$ cat config.mk
export PLATFORM = sky130hd
export DESIGN_NAME = reg_file_sb
export DESIGN_NICKNAME = d
export VERILOG_FILES = /design/src/rtl/reg_file_sb.sv
export SDC_FILE = /design/constraint.sdc
export NUM_CORES = 2
export LEC_CHECK = 0
export CORE_MARGIN = 2
export CORE_UTILIZATION = 37
export CTS_CLUSTER_DIAMETER = 200
export CTS_CLUSTER_SIZE = 25
export DETAILED_ROUTE_END_ITERATION = 8
export PLACE_DENSITY = 0.65
export SYNTH_ARGS = -nofsm -noshare
export SYNTH_HDL_FRONTEND = slang
export SYNTH_SLANG_ARGS = --single-unit
export TNS_END_PERCENT = 30
$ cat constraint.sdc
create_clock -name clk -period 6.17 [get_ports clk]
set_input_delay 1.5425 -clock clk [delete_from_list [all_inputs] [get_ports clk]]
set_output_delay 1.5425 -clock clk [all_outputs]
set_load 0.01 [all_outputs]
$ cat src/rtl/reg_file_sb.sv
// rtl/reg_file_sb.sv - register file with per-register busy scoreboard and writeback forwarding
module reg_file_sb #(
    parameter int XLEN         = 32,
    parameter int NUM_REGS     = 32,
    parameter int NUM_RD_PORTS = 2,
    parameter int BYPASS       = 1,
    localparam int AW          = $clog2(NUM_REGS),
    localparam int CW          = $clog2(NUM_REGS + 1)
) (
    input  logic                         clk,
    input  logic                         rst,
    input  logic [NUM_RD_PORTS*AW-1:0]   rd_addr,
    output logic [NUM_RD_PORTS*XLEN-1:0] rd_data,
    output logic [NUM_RD_PORTS-1:0]      rd_busy,
    input  logic                         wr_en,
    input  logic [AW-1:0]                wr_addr,
    input  logic [XLEN-1:0]              wr_data,
    input  logic                         rsv_en,
    input  logic [AW-1:0]                rsv_addr,
    output logic                         rsv_ok,
    input  logic                         flush,
    output logic [CW-1:0]                busy_count
);

    logic [XLEN-1:0]     regs_q [NUM_REGS];
    logic [NUM_REGS-1:0] busy_q;
    logic [NUM_REGS-1:0] busy_d;
    logic [CW-1:0]       count_q;
    logic [CW-1:0]       count_d;
    logic                wr_act;
    logic                wr_hits_rsv;

    // Gating on rst keeps forwarding and acceptance quiet while reset is held.
    assign wr_act      = rst && wr_en && (wr_addr != '0);
    assign wr_hits_rsv = wr_act && (wr_addr == rsv_addr);
    assign rsv_ok      = rst && rsv_en && !flush &&
                         ((rsv_addr == '0) || !busy_q[rsv_addr] || wr_hits_rsv);

    genvar p;
    for (p = 0; p < NUM_RD_PORTS; p++) begin : g_rd
        logic [AW-1:0] ra;
        logic          fwd;
        assign ra  = rd_addr[p*AW +: AW];
        assign fwd = (BYPASS != 0) && wr_act && (wr_addr == ra);
        assign rd_data[p*XLEN +: XLEN] = (ra == '0) ? '0 :
                                         fwd        ? wr_data : regs_q[ra];
        assign rd_busy[p] = (ra != '0) && !fwd && busy_q[ra];
    end

    // Write clears ownership first so a same-cycle reservation becomes the new owner.
    always_comb begin
        busy_d = busy_q;
        if (wr_act) begin
            busy_d[wr_addr] = 1'b0;
        end
        if (rsv_ok && (rsv_addr != '0)) begin
            busy_d[rsv_addr] = 1'b1;
        end
        if (flush) begin
            busy_d = '0;
        end
        busy_d[0] = 1'b0;
    end

    always_comb begin
        count_d = '0;
        for (int i = 0; i < NUM_REGS; i++) begin
            count_d = count_d + CW'(busy_d[i]);
        end
    end

    always_ff @(posedge clk or negedge rst) begin
        if (!rst) begin
            busy_q  <= '0;
            count_q <= '0;
            for (int i = 0; i < NUM_REGS; i++) begin
                regs_q[i] <= '0;
            end
        end else begin
            busy_q  <= busy_d;
            count_q <= count_d;
            if (wr_act) begin
                regs_q[wr_addr] <= wr_data;
            end
        end
    end

    assign busy_count = count_q;

endmodule

==> flow_metrics.tcl <==
set metrics [dict create \
    status "finished, violations left" \
    violations "setup timing" \
    drive_gt1_share_pct 54.10 \
    cts_buffers 48 \
    row_count 145 \
    grt_max_degree 164 \
    routedWlPerCell_um 31.28 \
    skew_ns 0.02135 \
    r2r_slack_ns -0.28 \
    max-cap-violations 0 \
    drt-initial-drc-count 3502 \
    yosysWarnings 0 \
    reg2reg_depth 21 \
    synth_cell_types 65 \
    fillers 14140 \
    design_area_mm2 0.06528 \
    powerDensity_mw_per_mm2 239.0 \
    switching_share_pct 27.77 \
    synth-main-ff-cell "dfrtp_1" \
    die_area_mm2 0.1600 \
    drv_slew 0 \
    clock_latency_ns 0.68 \
    power_frac_comb_pct 22.0 \
    switching_power_w 0.004333 \
    initial_core_util_pct 37.20 \
    path_class "in2reg" \
    ys_seq_elements 1061 \
    hpwl_um 114900 \
    grt-ovfl-total 0 \
    multi_input_area_mm2 0.02988 \
    clock_power_share_pct 23.9 \
    finalWirelength_um 187100 \
    peakVddDrop_uv 254.8 \
    synthCells 3785 \
    placed_area_mm2 0.06370 \
    final_nets 4003 \
    grt_pass1_wl_um 273900 \
    setup_viol 6 \
    htree_levels 2 \
    viasPerCell 6.180 \
    num_vias 36950 \
    leakage_nw 28.75 \
    worst_slew_pin_slew_ns 1.139 \
    synth_top_area_cell "dfrtp_1" \
    die_y_um 400.1 \
    hold_viol 0 \
    async_flop_share_pct 100.0 \
    hold_start "regs_q[994]" \
    slew_headroom_pct 24.04 \
    worstReg2RegEnd "busy_count[4]" \
    synth_area_mm2 0.05804 \
    synth_nets 3872 \
    drc 0 \
    yosysMostFrequentCell "dfrtp_1" \
    synth_area_leaders "dfrtp_1, mux4_2, mux2_2" \
    grt_setup_unrepaired "true" \
    boundaryPins 130 \
    grt_use_total_pct 23.41 \
    synth_top_area_share_pct 45.75 \
    layout.area.seq_mm2 0.02655 \
    cts_sinks 1061 \
    dr.pass1.iters 5 \
    synth_edf_count 0 \
    hold_end "regs_q[994]" \
    fin_ws_ns -0.8393 \
    timing.fmax_mhz 142.7 \
    arrival_ns 7.60 \
    crit_path_end_kind "flop" \
    holdPathStages 0 \
    hold_class "reg2reg" \
    antenna_found_initial 8 \
    p_int_w 0.01127 \
    core_mm2 0.1560 \
    synth.avg_cell_area_um2 15.33 \
    required_ns 6.76 \
    gp_congestion 0.9292 \
    cts-root-buf "clkbuf_16" \
    clkTransAtPathRegs_ns 0.10 \
    port_buffers 129 \
    grt_pass1_vias 38180 \
    syn_to_final_growth_pct 12.47 \
    min_period_over_period_pct 113.6 \
    hold_slack_ns 0.4054 \
    cts_buffer_depth 3 \
    die_w_um 400.1 \
    cts_tree "built" \
    worst-path-max-fanout 5 \
    ys_top_cells_by_count "dfrtp_1, mux2_2, mux4_2, clkbuf_1, mux2i_1" \
    finalCriticalPeriod_ns 7.009 \
    ys_seq_area_share_pct 45.75 \
    reg2reg_from "busy_q[11]" \
    start_kind "input pin" \
    seq_power_share_pct 54.0 \
    postRouteAntennaNets 0 \
]
==> worst max-delay path: stages <==
cell	delay (ns)
buf_2	0.12
buf_6	0.13
buf_4	0.13
mux4_2	0.31
nor2_2	0.15
a311oi_4	0.07
or3_4	0.40
a21oi_2	0.15
buf_6	0.13
a2bb2oi_1	0.08
fa_1	0.54
inv_1	0.05
fa_1	0.48
inv_1	0.06
fa_1	0.56
fa_1	0.45
fa_1	0.51
inv_2	0.04
fa_1	0.48
fa_2	0.41
fa_2	0.35
a21o_1	0.18
a21oi_2	0.14
xnor2_1	0.12
==> cell usage in the layout (no fill, tap or decap), types with 5 or more instances in the layout <==
cell type,synthesis,routed
nor3_1,8,6
dfrtp_1,1061,1061
buf_8,0,6
ha_1,7,7
o31a_1,5,5
o21a_1,6,5
a221oi_1,25,24
buf_12,0,48
a21oi_1,83,78
nor2_1,93,78
nand2_1,40,30
buf_6,2,16
diode_2,0,5
a21oi_2,1,6
nor2_4,0,14
xor2_1,10,10
a22o_1,24,24
buf_4,19,325
nand2_4,0,10
clkbuf_16,0,49
clkdlybuf4s50_1,0,112
nand3b_1,7,7
o211ai_1,6,6
o32ai_1,9,8
mux4_2,593,594
inv_1,36,34
o31ai_1,12,12
nor3b_1,7,7
nand3_1,21,21
o21ai_0,16,15
mux2i_1,132,130
mux2_2,998,996
xnor2_1,8,7
fa_1,23,21
o22ai_1,39,39
==> power by group through the flow <==
stage	clock, W	sequential (W)	combinational (W)
global placement	0	0.00849	0.00337
finish	0.00374	0.00843	0.00344
global route	0.00406	0.00853	0.00367
floorplan	0	0.00832	0.00237
CTS	0.00383	0.00840	0.00345
detailed placement	0	0.00854	0.00343
==> state kept, by name, indices dropped and copies added, names as in the netlist <==
register,flops
busy_count,6
regs_q,1024
busy_q,31
==> worst max-delay path by stage <==
stage           startpoint             to  slack (ns)  cells after the start
3_5_place_dp   rsv_addr[1]  busy_count[4]       -2.09                     23
5_1_grt        rsv_addr[1]  busy_count[4]       -1.02                     25
6_report       rsv_addr[0]  busy_count[4]       -0.84                     24
3_3_place_gp   rsv_addr[1]  busy_count[4]       -2.12                     24
2_1_floorplan  rsv_addr[1]  busy_count[4]       -1.28                     22
4_1_cts        rsv_addr[1]  busy_count[4]       -0.81                     24
==> per-layer routing <==
layer | global-route usage (%) | up-vias | wire length (um)
met3 | 4.173 | 334 | 12860
met4 | 7.852 | 4 | 7046
li1 | - | 14850 | -
met5 | 0 | - | 27
met1 | 32.61 | 20390 | 79000
met2 | 37.09 | 1372 | 88150
==> cell families (layout without fill, tap and decap cells) <==
group                      count (synthesis)  after routing  synth area share [%]
other                                      0              5                     0
muxes                                   1724           1724                 44.70
adders and majority gates                 30             30                0.9443
AOI/OAI and AO/OA                        256            256                 3.007
and+or+nand+nor                          226            226                 1.876
buffers and inverters                    470            602                 3.456
DFF                                     1061           1061                 45.75
xor gates and xnor gates                  18             18                0.2716
==> area by class of cell <==
cell class / count / share of cell area, %
diodes: 5 / 0.01917
repair buffers: 514 / 7.447
clock inverters: 2 / 0.05559
clock buffers: 49 / 1.878
multi-input cells: 2254 / 45.77
inverters: 37 / 0.2128
flip-flops and latches: 1061 / 40.67
well taps: 2058 / 3.945
==> repair_timing <==
item | CTS | global route
hold buffers | 0 | 0
setup endpoints to repair | 17 | 6
gates cloned | 1 | 0
resized for setup | 61 | 20
buffers inserted | 11 | 1
pin swaps | 23 | 23
==> stage by stage <==
| stage | std cells | power, W | TNS (ns) | setup slack (ns) | utilization (%) |
|---|---|---|---|---|---|
| global placement | 5913 | 0.01185 | -12.37 | -2.116 | 40.83 |
| global route | 5975 | 0.01626 | -4.874 | -1.019 | 41.83 |
| CTS | 5976 | 0.01568 | -3.719 | -0.8132 | 41.79 |
| detailed placement | 5913 | 0.01197 | -12.19 | -2.094 | 40.83 |
| finish | 5980 | 0.01560 | -3.811 | -0.8393 | 41.84 |
| floorplan | 3785 | 0.01069 | -6.162 | -1.282 | - |
(Power assumes the default switching activity.)
